**config.mk**
```make
export PLATFORM = sky130hd
export DESIGN_NAME = barrett_mu_precompute_flat
export DESIGN_NICKNAME = d
export VERILOG_FILES = /design/src/rtl/barrett_mu_precompute_if.sv /design/src/rtl/barrett_mu_precompute.sv /design/src/flat_wrapper.sv
export SDC_FILE = /design/constraint.sdc
export NUM_CORES = 1
export LEC_CHECK = 0
export CAP_MARGIN = 15
export CORE_MARGIN = 3
export CORE_UTILIZATION = 58
export CTS_BUF_LIST = sky130_fd_sc_hd__clkbuf_2 sky130_fd_sc_hd__clkbuf_4 sky130_fd_sc_hd__clkbuf_8
export DETAILED_ROUTE_END_ITERATION = 12
export PLACE_DENSITY_LB_ADDON = 0.05
export SKIP_CTS_REPAIR_TIMING = 1
export SYNTH_ARGS = -nofsm -noshare
export SYNTH_HDL_FRONTEND = slang
export SYNTH_SLANG_ARGS = --single-unit
```
**constraint.sdc**
```tcl
create_clock -name clk_i -period 4 [get_ports clk_i]
set_input_delay 0.8 -clock clk_i [delete_from_list [all_inputs] [get_ports clk_i]]
set_output_delay 0.8 -clock clk_i [all_outputs]
set_load 0.02 [all_outputs]
```
**src/rtl/barrett_mu_precompute_if.sv**
```systemverilog
// Modulus/Barrett-constant handoff bundle between the precompute block and the reducer.
interface barrett_mu_precompute_if #(
  parameter int W = 64
);
  logic         start_i;
  logic [W-1:0] m_i;
  logic         ready_i;
  logic         busy_o;
  logic         valid_o;
  logic [W-1:0] m_o;
  logic [W-1:0] mu_o;
  logic         err_o;

  modport slave (
    input  start_i, m_i, ready_i,
    output busy_o, valid_o, m_o, mu_o, err_o
  );

  modport master (
    output start_i, m_i, ready_i,
    input  busy_o, valid_o, m_o, mu_o, err_o
  );
endinterface

```
**src/rtl/barrett_mu_precompute.sv**
```systemverilog
// Computes mu = floor(2^SHIFT / m) by restoring division, one quotient bit per cycle; result valid SHIFT+2 cycles after start.
// Result pair held in output registers until ready_i; start_i is ignored while busy.
module barrett_mu_precompute #(
  parameter int W     = 64,
  parameter int SHIFT = 64
) (
  input  logic                   clk_i,
  input  logic                   rst_i,
  barrett_mu_precompute_if.slave bus
);

  localparam int CW = $clog2(W + 1);
  localparam logic [CW-1:0] CNT_INIT = CW'(SHIFT);

  if (SHIFT < 1 || SHIFT > W || W < 2) begin : g_param_err
    $error("barrett_mu_precompute: SHIFT must lie in 1..W and W must be at least 2");
  end

  typedef enum logic [1:0] {
    IDLE,
    CALC,
    DONE
  } state_t;

  state_t        state_q;
  logic [W-1:0]  m_q;
  logic [W-1:0]  r_q;
  logic [W-1:0]  q_q;
  logic [CW-1:0] cnt_q;
  logic          err_q;
  logic          busy_q;
  logic          valid_q;
  logic [W-1:0]  m_out_q;
  logic [W-1:0]  mu_out_q;
  logic          err_out_q;

  logic          dividend_bit;
  logic [W:0]    t;
  logic          q_bit;
  logic [W-1:0]  r_next;

  assign dividend_bit = (cnt_q == CNT_INIT);

  // r < m_q keeps t within W+1 bits; on a failed subtract t < m_q so t[W] is zero.
  always_comb begin
    t      = {r_q, dividend_bit};
    q_bit  = (t >= {1'b0, m_q});
    r_next = t[W-1:0];
    if (q_bit) begin
      r_next = W'(t - {1'b0, m_q});
    end
  end

  always_ff @(posedge clk_i) begin
    if (rst_i) begin
      state_q   <= IDLE;
      m_q       <= '0;
      r_q       <= '0;
      q_q       <= '0;
      cnt_q     <= '0;
      err_q     <= 1'b0;
      busy_q    <= 1'b0;
      valid_q   <= 1'b0;
      m_out_q   <= '0;
      mu_out_q  <= '0;
      err_out_q <= 1'b0;
    end else begin
      case (state_q)
        IDLE: begin
          if (bus.start_i) begin
            m_q    <= bus.m_i;
            r_q    <= '0;
            busy_q <= 1'b1;
            if (bus.m_i < W'(2)) begin
              err_q   <= 1'b1;
              q_q     <= '1;
              state_q <= DONE;
            end else begin
              err_q   <= 1'b0;
              q_q     <= '0;
              cnt_q   <= CNT_INIT;
              state_q <= CALC;
            end
          end
        end
        CALC: begin
          r_q <= r_next;
          q_q <= {q_q[W-2:0], q_bit};
          if (cnt_q == '0) begin
            state_q <= DONE;
          end else begin
            cnt_q <= cnt_q - 1'b1;
          end
        end
        DONE: begin
          // First DONE cycle loads the output stage so m_o/mu_o/err_o change together.
          if (valid_q && bus.ready_i) begin
            valid_q <= 1'b0;
            busy_q  <= 1'b0;
            state_q <= IDLE;
          end else if (!valid_q) begin
            valid_q   <= 1'b1;
            m_out_q   <= m_q;
            mu_out_q  <= q_q;
            err_out_q <= err_q;
          end
        end
        default: state_q <= IDLE;
      endcase
    end
  end

  assign bus.busy_o  = busy_q;
  assign bus.valid_o = valid_q;
  assign bus.m_o     = m_out_q;
  assign bus.mu_o    = mu_out_q;
  assign bus.err_o   = err_out_q;

  // The quotient has SHIFT+1 bits; anything shifted out of the W-bit register must be zero.
  a_quot_msb_zero : assert property (@(posedge clk_i) disable iff (rst_i)
    (state_q == CALC) |-> !q_q[W-1]);

endmodule

```
**src/flat_wrapper.sv**
```systemverilog
// flat-port wrapper written by rule: the top's interface ports become plain ports
module barrett_mu_precompute_flat 
#(
  parameter int W     = 64,
  parameter int SHIFT = 64
)
  (clk_i, rst_i, bus_start_i, bus_m_i, bus_ready_i, bus_busy_o, bus_valid_o, bus_m_o, bus_mu_o, bus_err_o);
  barrett_mu_precompute_if #(.W(W)) bus_i ();
  input  logic clk_i;
  input  logic rst_i;
  input wire logic [$bits(bus_i.start_i)-1:0] bus_start_i;
  input wire logic [$bits(bus_i.m_i)-1:0] bus_m_i;
  input wire logic [$bits(bus_i.ready_i)-1:0] bus_ready_i;
  output wire logic [$bits(bus_i.busy_o)-1:0] bus_busy_o;
  output wire logic [$bits(bus_i.valid_o)-1:0] bus_valid_o;
  output wire logic [$bits(bus_i.m_o)-1:0] bus_m_o;
  output wire logic [$bits(bus_i.mu_o)-1:0] bus_mu_o;
  output wire logic [$bits(bus_i.err_o)-1:0] bus_err_o;
  assign bus_i.start_i = bus_start_i;
  assign bus_i.m_i = bus_m_i;
  assign bus_i.ready_i = bus_ready_i;
  assign bus_busy_o = bus_i.busy_o;
  assign bus_valid_o = bus_i.valid_o;
  assign bus_m_o = bus_i.m_o;
  assign bus_mu_o = bus_i.mu_o;
  assign bus_err_o = bus_i.err_o;
  barrett_mu_precompute #(.W(W), .SHIFT(SHIFT)) u_core (.clk_i(clk_i), .rst_i(rst_i), .bus(bus_i));
endmodule
```
## Word level (Yosys, flattened, before mapping)

Cells that the tools add are included.

| operators by class | value |
|---|---|
| bitwise logic cells | 2 |
| add/sub/neg operators | 2 |
| muxes and demuxes | 20 |
| equal/unequal tests | 8 |
| reductions and logical operators | 11 |
| $lt $le $gt $ge | 2 |

Operators by type and width:

| operator | count |
|---|---|
| $mux W64 | 4 |
| $pmux W64 S2 | 2 |
| $ge A65 B64 Y1 | 1 |
| $lt A64 B2 Y1 const B | 1 |
| $sub A64 B64 Y64 | 1 |
| $mux W7 | 3 |
| $pmux W7 S2 | 1 |
| $reduce_and A3 Y1 | 3 |
| $mux W2 | 4 |
| $eq A7 B7 Y1 const B | 1 |
| $logic_not A7 Y1 | 1 |
| $sub A7 B1 Y7 const B | 1 |
| $ne A2 B2 Y1 const B | 3 |
| $pmux W2 S3 | 1 |
| $mux W1 | 4 |
| $ne A2 B1 Y1 const B | 2 |
| $reduce_and A2 Y1 | 2 |
| $reduce_and A4 Y1 | 1 |
| $reduce_bool A2 Y1 | 2 |
| $eq A2 B1 Y1 const B | 1 |
| $eq A2 B2 Y1 const B | 1 |
| $logic_not A2 Y1 | 1 |
| $not A1 Y1 | 2 |
| $pmux W1 S2 | 1 |
| $logic_and A1 B1 Y1 | 1 |

| word-level totals | value |
|---|---|
| bits in registers | 333 |
| word-level logic and storage cells | 56 |
| output and inout bits | 131 |

## Longest topological paths before layout

Gate-level depths: netlist (run 1).

| depth | value |
|---|---|
| depth after elaboration | 4 |
| gate-level depth with buffers | 16 |

## Worst setup path after synthesis (run 1)

No wires, ideal clock.

| path | value |
|---|---|
| path kind | flip-flop to flip-flop |
| start point | register u_core.cnt_q[0] |
| end point | register u_core.r_q[32] |
| data arrival time | 3,344 ps |
| path slack | 540 ps |
| required time | 3,883 ps |
| stages on the path, launching flop included | 17 |
| path through | dfxtp_1 inv_1 ha_1 nand3_1 ha_1 inv_1 fa_1 a211oi_1 o21ai_0 a31oi_1 o2111ai_1 a31oi_1 o31ai_1 a221oi_1 xor2_1 o21ai_0 a22o_1 |

| between the ends | value |
|---|---|
| cells in the longest elaborated chain, start to end | 4 |
| elaborated cells between the ends (all ways) | 5 |

RTL lines:

| what | RTL line | text |
|---|---|---|
| start, declared | barrett_mu_precompute.sv:29 | `logic [CW-1:0] cnt_q;` |
| start signal, assigned | barrett_mu_precompute.sv:92 | `cnt_q <= cnt_q - 1'b1;` |
| $eq A7 B7 Y1 (*) | barrett_mu_precompute.sv:42 | `assign dividend_bit = (cnt_q == CNT_INIT);` |
| $sub A64 B64 Y64 / $ge A65 B64 Y1 (equally long branches) | barrett_mu_precompute.sv:50, barrett_mu_precompute.sv:47 |  |
| $mux W64 (*) | barrett_mu_precompute.sv:49 | `if (q_bit) begin` |
| $pmux W64 S2 (*) | barrett_mu_precompute.sv:68 | `case (state_q)` |
| end signal, assigned | barrett_mu_precompute.sv:87 | `r_q <= r_next;` |
| end, declared | barrett_mu_precompute.sv:27 | `logic [W-1:0] r_q;` |

Mark *: on every way between the ends. The rest lies on a longest branch, timed or not.
A chain may end at the register's enable or synchronous reset.

## Final worst setup path (run 1)

| path | value |
|---|---|
| start point | register u_core.cnt_q[2] |
| end point | register u_core.r_q[60] |

The elaborated chain is that of the path after synthesis.

==> impl_metrics.csv, run 1 <==
group,metric,value,unit
run_status,status,"finished, final reports clean",
synth,ys_warn_count,0,
detailed_routing,drc_errors,0,
final_layout,final_area,19600,sq um
final_layout,final_nets,2408,
floorplan,dieHeight,173,um
worst_setup_path,critical_path.max_fanout,5,
run,max_cap_viol_count,0,
cts,path_clk_slew,0.06,ns
power_and_ir_drop,power_leakage,7.40,nW
worst_setup_path,r2r_setup_slack,0.27,ns
power_and_ir_drop,vdd_ir_drop_max,609,uV
timing,fin_ws,0.269,ns
place,dp_cells,2587,
synth,synth.avg_cell_area,7.56,sq um
floorplan,rows,60,
place,gp_congestion,1.00,
timing,finClkSkew,0.0228,ns
min_path,hold_depth,2,
place,place_area,18300,sq um
cts,ctsHtreeMaxLevel,2,
place,place_hpwl,34000,um
worst_setup_path,cp.arrival,4.26,ns
cts,clock_path_buffers,3,
grt,grt_overflow,0,
grt,grt_use_total,31.9,%
min_path,min_path_type,"reg -> reg",
grt,grt_pass1_wl,78900,um
detailed_routing,wl_per_cell,18.3,um
place,portBuffers,198,
grt,grt_pass1_vias,15100,
synth,async_flop_share,0,%
final_layout,area_growth,21.7,%
detailed_routing,drt_pre_antenna_iters,6,
power_and_ir_drop,power_density,812,nW/um^2
grt,antenna_found_initial,5,
timing,tightest_slew,1.04,ns
cts,cts_root_buffer,"clkbuf_8",
synth,ys.flop_type,"dfxtp_1",
cts,clkSinkCount,333,
detailed_routing,wirelength,49100,um
timing,fmax,0.268,GHz
floorplan,ioPinCount,199,
floorplan,die_x,173,um
place,place_ws,0.0393,ns
worst_setup_path,critPathKind,"reg -> reg",
worst_setup_path,cp-end-kind,"register",
floorplan,start_util,59.3,%
worst_setup_path,reg2reg_to,"u_core.r_q[60]",
floorplan,fp.coreArea,27100,sq um
worst_setup_path,cp-start-kind,"register",
final_layout,utilization,72.2,%
timing,timing.final.crit_share,93.3,%
detailed_routing,vias,15900,
timing,finalMaxSlewViolations,0,
min_path,hold_start,"u_core.bus.mu_o[54]",
worst_setup_path,r2r_start,"u_core.cnt_q[2]",
timing,rsz0062_at_grt,"no",
synth,synth.net_count,2262,
worst_setup_path,crit_required,4.53,ns
synth,synth.distinct_cells,68,
synth,netlist_instances,2127,
synth,ys_ff_latch,333,
grt,grt_max_degree,224,
cts,clk_latency,0.60,ns
detailed_routing,drt_iter0_drc,1670,
synth,synth.yosys.seq_area_share,41.5,%
cts,cts_tree,"built",
timing,setup-tns-final,0,ns
synth,syn-cell-area,16100,sq um
timing,setup_viol,0,
final_layout,num-fill-cells,2240,
cts,cts_buffers,54,
detailed_routing,ant_nets,0,
timing,period_needed,3.73,ns
final_layout,finalNonFillerCells,2688,
min_path,min_to,"u_core.bus.mu_o[54]",
timing,slew_headroom,30.5,%
timing,finalHoldViolations,0,
synth,synth_enable_flop_cells,0,
detailed_routing,viasPerCell,5.91,
worst_setup_path,ff2ff_path_depth,16,
final_layout,drive_gt1_share,6.91,%
floorplan,dieArea,29800,sq um
where the power goes:
part	internal, mW	switching (mW)	leakage, nW
Clock	1.83	1.38	0.645
Combinational	3.21	5.17	4.05
Sequential	3.86	0.442	2.71
layout by cell type (no fill, tap or decap), drive strengths merged, types with 22 or more instances in the layout:
| cell | instances |
|---|---|
| ha | 66 |
| buf | 36 |
| clkdlybuf4s50 | 197 |
| nand4 | 27 |
| a21oi | 345 |
| inv | 85 |
| a21o | 24 |
| xnor2 | 42 |
| dfxtp | 333 |
| clkbuf | 90 |
| nand2 | 535 |
| nor4 | 22 |
| o21ai | 159 |
| nor2 | 85 |
cell families (layout without fill, tap and decap cells):
kind of cell	Yosys count	after routing	share of synthesized area [%]
AO/OA/AOI/OAI	668	668	24.0
XOR/XNOR	61	61	3.32
adder cells (fa/ha/maj)	67	67	5.26
buffers and inverters	228	416	5.49
flip-flops	333	333	41.5
multiplexers	4	4	0.257
other	0	1	0
AND/OR/NAND/NOR	766	766	20.2
Yosys cell counts (8+ instances only):
cell type,number,share of area [%]
dfxtp_1,333,41
nor3_1,18,0.56
nor4_1,22,0.86
o21a_1,10,0.47
nand3_1,18,0.56
o21bai_1,16,0.75
a22oi_1,19,0.89
or3_1,10,0.39
nand4_1,27,1.1
o21ai_1,10,0.31
buf_2,14,0.44
a222oi_1,15,0.93
inv_1,84,2.0
nor2b_1,9,0.35
a32oi_1,14,0.76
nand2b_1,12,0.47
o21ai_0,149,4.6
a21oi_1,344,11
ha_1,66,5.1
nor2_1,84,2.0
clkbuf_1,122,2.8
a31oi_1,15,0.58
a21o_1,24,1.1
and3_1,8,0.31
xnor2_1,42,2.3
nand2_1,535,12
xor2_1,19,1.0
worst max path at each step:
stage	start	endpoint	slack [ns]
after floorplan	u_core.cnt_q[0]	u_core.r_q[32]	0.54
after global placement	u_core.cnt_q[0]	u_core.r_q[32]	0.18
after detailed placement	u_core.cnt_q[0]	u_core.r_q[32]	0.04
after CTS	u_core.cnt_q[0]	u_core.r_q[32]	0.02
after global routing	u_core.cnt_q[2]	u_core.r_q[36]	0.0003
final	u_core.cnt_q[2]	u_core.r_q[60]	0.27
flip-flops by register name, indices dropped and copies added (netlist names):
register	flops
u_core.cnt_q	7
u_core.bus.valid_o	1
u_core.bus.busy_o	1
u_core.q_q	64
u_core.bus.m_o	64
u_core.state_q	2
u_core.bus.mu_o	64
u_core.m_q	64
u_core.bus.err_o	1
u_core.err_q	1
u_core.r_q	64
routing by layer:
layer	vias to the layer above	wire length, um	GRT usage (%)
met5	-	56	0
met4	8	1840	12.2
met3	126	4540	9.21
met2	645	22100	49.6
met1	7468	20600	42.1
li1	7644	-	-
area by class of cell:
| cell class | count | area, sq um | share of cell area (%) |
|---|---|---|---|
| timing repair buffer | 234 | 2320 | 11.8 |
| tap | 372 | 465 | 2.38 |
| clock inverter | 9 | 92.6 | 0.473 |
| sequential | 333 | 6670 | 34.1 |
| antenna | 1 | 2.50 | 0.0128 |
| multi-input combinational | 1566 | 8600 | 43.9 |
| clock buffer | 89 | 1110 | 5.68 |
| inverter | 84 | 315 | 1.61 |
stage by stage:
stage | power, mW | hold slack, ns
finish | 15.9 | 0.451
detailed placement | 12.5 | 0.446
floorplan | 10.2 | 0.429
global route | 17.0 | 0.470
global placement | 12.4 | 0.441
CTS | 15.7 | 0.455
critical path: stages, from the launching register on:
cell,delay (ns)
dfxtp_1,0.34
nor4_1,0.51
nand3_1,0.18
ha_1,0.23
inv_1,0.07
fa_1,0.24
a211oi_2,0.12
o21a_1,0.20
o21ai_0,0.23
a21oi_2,0.10
a21oi_1,0.23
nor3b_1,0.09
buf_4,0.16
o21ai_0,0.42
a41oi_1,0.20
xor2_1,0.17
o21ai_0,0.15
Note: power is estimated with default switching activity, not from simulation.
==> inputs of run 2 (changes only) <==
--- a/config.mk
+++ b/config.mk
@@ -7,7 +7,7 @@
 export LEC_CHECK = 0
 export CAP_MARGIN = 15
 export CORE_MARGIN = 3
-export CORE_UTILIZATION = 58
+export CORE_UTILIZATION = 60
 export CTS_BUF_LIST = sky130_fd_sc_hd__clkbuf_2 sky130_fd_sc_hd__clkbuf_4 sky130_fd_sc_hd__clkbuf_8
 export DETAILED_ROUTE_END_ITERATION = 12
 export PLACE_DENSITY_LB_ADDON = 0.05
==> constraint.sdc (replaced) <==
create_clock -name clk_i -period 4.45 [get_ports clk_i]
set_input_delay 0.89 -clock clk_i [delete_from_list [all_inputs] [get_ports clk_i]]
set_output_delay 0.89 -clock clk_i [all_outputs]
set_load 0.02 [all_outputs]
==> run 2 against run 1 <==
Net effect:
- sequential power is 10% lower
- first-iteration DRC count is 5.9% lower
- worst setup slack better by 0.0066 ns
- non-clock buffer count is 8 lower
- via count is 0.80% lower
- core utilization is 1.7 points higher
- register-to-register slack hardly changed
- flip-flop and latch count stayed put
- combinational power is 12% lower
- clock skew is 0.0020 ns lower
- critical path depth stayed put
- critical endpoint is now u_core.r_q[36]
- largest cell class unchanged
- largest power group unchanged
==> impl_metrics.csv, run 2 (synthesized netlist as in run 1, its figures left out) <==
group,metric,value,unit
run_status,status,"finished, final reports clean",
final_layout,area_growth,20.4,%
place,portBuffers,198,
place,place_hpwl,34100,um
detailed_routing,wl_per_cell,18.3,um
cts,cts_root_buffer,"clkbuf_8",
cts,ctsHtreeMaxLevel,2,
grt,antenna_found_initial,3,
final_layout,num-fill-cells,2128,
worst_setup_path,cp-end-kind,"register",
final_layout,layout_commonest_cell,"nand2_1",
final_layout,antennaDiodeCount,0,
min_path,min_path_type,"reg -> reg",
place,gp_congestion,0.972,
detailed_routing,drt_pre_antenna_iters,7,
run,max_cap_viol_count,0,
timing,period_needed,4.17,ns
cts,path_clk_slew,0.06,ns
timing,finalMaxSlewViolations,0,
floorplan,rows,59,
worst_setup_path,critPathKind,"reg -> reg",
timing,holdWs,0.453,ns
timing,slew_headroom,20.3,%
timing,fmax,0.240,GHz
power_and_ir_drop,vdd_ir_drop_max,400,uV
detailed_routing,wirelength,48300,um
power_and_ir_drop,p_int,7.84,mW
power_and_ir_drop,power_leakage,7.33,nW
worst_setup_path,crit_required,4.97,ns
worst_setup_path,crit_slowest_cell,"a211oi_1",
floorplan,dieHeight,170,um
cts,clock_path_buffers,3,
power_and_ir_drop,p_comb_share,52.6,%
floorplan,die_x,170,um
cts,cts_buffers,52,
floorplan,fp.coreArea,26200,sq um
power_and_ir_drop,p_clk_share,19.9,%
detailed_routing,drc_errors,0,
timing,rsz0062_at_grt,"no",
final_layout,drive_gt1_share,6.30,%
detailed_routing,drt_iter0_drc,1572,
final_layout,final_nets,2398,
floorplan,start_util,61.4,%
timing,setup_viol,0,
power_and_ir_drop,power_density,727,nW/um^2
timing,setup-tns-final,0,ns
detailed_routing,ant_nets,0,
power_and_ir_drop,p_sw,6.23,mW
detailed_routing,viasPerCell,5.98,
worst_setup_path,critical_path.max_fanout,4,
grt,grt_use_total,32.5,%
worst_setup_path,cp-start-kind,"register",
power_and_ir_drop,p_sw_share,44.3,%
power_and_ir_drop,seqPwrFrac,27.5,%
cts,clk_latency,0.61,ns
detailed_routing,vias,15800,
cts,clkSinkCount,333,
worst_setup_path,crit_top_cell,"o21ai_0",
timing,finClkSkew,0.0208,ns
worst_setup_path,cp_slowest_stage_delay,0.46,ns
worst_setup_path,cp.arrival,4.69,ns
final_layout,mostFrequentLayoutCells,"534 x nand2_1, 344 x a21oi_1, 333 x dfxtp_1",
timing,finalHoldViolations,0,
timing,timing.final.crit_share,93.8,%
cts,cts_tree,"built",
timing,tightest_slew,1.20,ns
floorplan,dieArea,28800,sq um
grt,grt_pass1_vias,14800,
grt,grt_overflow,0,
worst_setup_path,path_cells,"inv_1, ha_1, nand3_1, ha_1, inv_1, fa_1, a211oi_1, o21ai_0, a31oi_1, o2111ai_1, a31oi_1, o31ai_1, a221oi_1, o21ai_0, xnor2_1, o21ai_0",
floorplan,ioPinCount,199,
grt,grt_max_degree,118,
grt,grt_pass1_wl,77000,um
[run 2: changes by cell type in the layout (fill, tap and decap cells not counted), sizes merged]
cell | before | now
clkinv | 7 | 8
buf | 36 | 28
clkbuf | 90 | 85
diode | 1 | 0
[run 2: layout make-up]
class                      count  area [sq um]  share of cell area [%]
inverter                      84           315                    1.63
multi-input combinational   1566          8580                    44.3
tap                          335           419                    2.16
clock buffer                  84          1060                    5.49
sequential                   333          6670                    34.4
timing repair buffer         226          2220                    11.5
clock inverter                10          97.6                   0.504
[run 2: routing by layer]
| layer | track usage (%) | routed length, um |
|---|---|---|
| met1 | 43.7 | 20800 |
| met3 | 8.25 | 4200 |
| met4 | 9.89 | 1320 |
| met2 | 51.7 | 21900 |
| met5 | 0 | 46 |
[run 2: worst paths after layout]
kind | startpoint | to | slack, ns | cells after the start
max reg2reg | u_core.cnt_q[0] | u_core.r_q[36] | 0.28 | 16
min reg2reg | u_core.bus.mu_o[53] | u_core.bus.mu_o[53] | 0.45 | 2
min | u_core.bus.mu_o[53] | u_core.bus.mu_o[53] | 0.45 | 2
max | u_core.cnt_q[0] | u_core.r_q[36] | 0.28 | 16
[run 2: metrics by stage]
stage / instance area (sq um) / util (%) / worst slack (ns) / std cells / power (mW)
after floorplan: 16100 / - / 0.990 / 2127 / 9.21
after global placement: 18200 / 69.5 / 0.185 / 2544 / 11.0
after detailed placement: 18200 / 69.5 / 0.0987 / 2544 / 11.1
after CTS: 19400 / 73.9 / 0.345 / 2638 / 13.9
after global routing: 19400 / 73.9 / 0.100 / 2638 / 15.0
final: 19400 / 73.9 / 0.275 / 2638 / 14.1
[run 2: critical path, delay by kind of cell (launching register included)]
kind                     cells  cell delay [ns]
AND/OR/NAND/NOR              1             0.11
flip-flops                   1             0.38
buffers and inverters        2             0.14
adder cells (fa/ha/maj)      3             0.81
AO/OA/AOI/OAI                9             2.49
XOR/XNOR                     1             0.15
[run 2: power by group through the flow]
stage	Sequential, mW	Combinational [mW]	Clock [mW]
floorplan	3.86	5.35	0
global placement	3.90	7.10	0
detailed placement	3.91	7.18	0
CTS	3.86	7.23	2.84
global route	3.93	8.12	2.97
finish	3.87	7.40	2.80
==> inputs of run 3 (changes only) <==
--- a/config.mk
+++ b/config.mk
@@ -10,7 +10,7 @@
 export CORE_UTILIZATION = 60
 export CTS_BUF_LIST = sky130_fd_sc_hd__clkbuf_2 sky130_fd_sc_hd__clkbuf_4 sky130_fd_sc_hd__clkbuf_8
 export DETAILED_ROUTE_END_ITERATION = 12
-export PLACE_DENSITY_LB_ADDON = 0.05
+export PLACE_DENSITY = 0.85
 export SKIP_CTS_REPAIR_TIMING = 1
 export SYNTH_ARGS = -nofsm -noshare
 export SYNTH_HDL_FRONTEND = slang
==> run 3 against run 2 <==
Net effect:
- clock power is 4% higher
- register-to-register slack improved by 0.08 ns
- combinational power is essentially flat
- routed wire length is 0.49% higher
- first-iteration DRC count decreased by 6.6%
- sequential share of layout area decreased by 0.11 points
- global-route usage down 0.19 points
- critical path type unchanged
- largest cell class unchanged
- largest power group unchanged
==> impl_metrics.csv, run 3 (synthesized netlist as in run 1, its figures left out) <==
group,metric,value,unit
run_status,status,"finished, final reports clean",
detailed_routing,drc_errors,0,
cts,cts_tree,"built",
grt,grtUsageMet1,42.0,%
place,place_ws,0.123,ns
grt,met2_usage,51.6,%
power_and_ir_drop,p_int,7.91,mW
cts,clk_latency,0.61,ns
timing,tightest_slew,1.17,ns
place,gp_congestion,0.998,
detailed_routing,ant_nets,0,
power_and_ir_drop,p_clk_share,20.5,%
power_and_ir_drop,design_power_total,14.2,mW
final_layout,mostFrequentLayoutCells,"535 x nand2_1, 344 x a21oi_1, 333 x dfxtp_1",
grt,grt_pass1_vias,15200,
grt,grt_use_total,32.3,%
detailed_routing,viasPerCell,6.07,
power_and_ir_drop,p_sw,6.29,mW
power_and_ir_drop,seqPwrFrac,27.3,%
timing,timing.final.crit_share,92.0,%
timing,period_needed,4.09,ns
floorplan,dieHeight,170,um
final_layout,finalNonFillerCells,2636,
final_layout,area_growth,20.8,%
final_layout,antennaDiodeCount,0,
place,dp_cells,2538,
timing,slew_headroom,21.8,%
cts,cts_buffers,52,
run,max_cap_viol_count,0,
grt,grt_pass1_wl,77000,um
worst_setup_path,crit_required,4.95,ns
floorplan,die_x,170,um
grt,grt-busiest-layer,"met2",
floorplan,rows,59,
place,portBuffers,198,
floorplan,start_util,61.4,%
timing,finClkSkew,0.0302,ns
worst_setup_path,cp-end-kind,"register",
detailed_routing,wirelength,48500,um
grt,antenna_found_initial,1,
timing,fin_ws,0.356,ns
detailed_routing,drt_pre_antenna_iters,6,
final_layout,drive_gt1_share,6.13,%
cts,clock_path_buffers,3,
timing,setup-tns-final,0,ns
power_and_ir_drop,p_sw_share,44.3,%
floorplan,fp.coreArea,26200,sq um
cts,cts_root_buffer,"clkbuf_8",
detailed_routing,drt_iter0_drc,1468,
final_layout,layout_commonest_cell,"nand2_1",
timing,finalHoldViolations,0,
power_and_ir_drop,power_density,731,nW/um^2
power_and_ir_drop,p_comb_share,52.2,%
power_and_ir_drop,vdd_ir_drop_max,719,uV
cts,clkSinkCount,333,
worst_setup_path,r2r_setup_slack,0.36,ns
timing,finalMaxSlewViolations,0,
worst_setup_path,cp-start-kind,"register",
timing,fmax,0.244,GHz
detailed_routing,vias,16000,
floorplan,dieArea,28800,sq um
worst_setup_path,cp.arrival,4.60,ns
min_path,min_path_type,"reg -> reg",
floorplan,ioPinCount,199,
cts,ctsHtreeMaxLevel,2,
grt,grt_max_degree,264,
timing,setup_viol,0,
detailed_routing,wl_per_cell,18.4,um
grt,gr-usage-met3,8.48,%
power_and_ir_drop,power_leakage,7.34,nW
timing,rsz0062_at_grt,"no",
grt,grt_overflow,0,
final_layout,final_nets,2393,
worst_setup_path,critical_path.max_fanout,3,
cts,path_clk_slew,0.06,ns
place,place_hpwl,33600,um
worst_setup_path,critPathKind,"reg -> reg",
run 3: cell count changes in the layout (fill, tap and decap cells not counted), moves of 3 or more:
| cell | delta |
|---|---|
| clkbuf_4 | +4 |
| buf_12 | +3 |
| buf_4 | -9 |
| clkbuf_8 | +3 |
| clkinv_2 | -5 |
run 3: worst paths after layout:
check	start	to	depth (start not counted)
worst max register to register	u_core.cnt_q[0]	u_core.r_q[36]	16
worst max-delay path	u_core.cnt_q[0]	u_core.r_q[36]	16
worst min register to register	u_core.bus.m_o[24]	u_core.bus.m_o[24]	2
worst min-delay path	u_core.bus.m_o[24]	u_core.bus.m_o[24]	2
run 3: final cells by class:
class                   count  area [sq um]
well taps                 335           419
flip-flops and latches    333          6670
repair buffers            221          2240
clock inverters             6          80.1
fillers                  2005          6780
inverters                  84           315
multi-input cells        1566          8570
clock buffers              91          1130
run 3: per-stage QoR:
stage	util, %	hold WS [ns]	instance area, sq um
global placement	69.4	0.442	18200
global route	74.1	0.471	19400
finish	74.1	0.451	19400
floorplan	-	0.429	16100
CTS	74.0	0.455	19400
detailed placement	69.4	0.446	18200
run 3: power by group through the flow:
stage	combinational, mW	sequential, mW	clock (mW)
2_1_floorplan	5.35	3.86	0
3_3_place_gp	7.05	3.90	0
3_5_place_dp	7.16	3.92	0
4_1_cts	7.23	3.86	2.94
5_1_grt	8.04	3.93	3.08
6_report	7.41	3.88	2.91
run 3: per-layer routing:
metal | up-vias | share of wire (%)
met5 | - | 0.016
met1 | 7587 | 41
met3 | 133 | 8.9
met4 | 2 | 3.9
met2 | 661 | 46
li1 | 7616 | -
run 3: worst max-delay path: stages, from the launching register on:
cell	delay [ns]
dfxtp_1	0.37
inv_1	0.08
ha_1	0.21
nand3_1	0.11
ha_1	0.17
inv_1	0.05
fa_1	0.42
a211oi_1	0.47
o21ai_0	0.24
a31oi_1	0.34
o2111ai_1	0.16
a31oi_1	0.30
o31ai_1	0.16
a221oi_1	0.40
o21ai_0	0.20
xnor2_1	0.15
o21ai_0	0.17
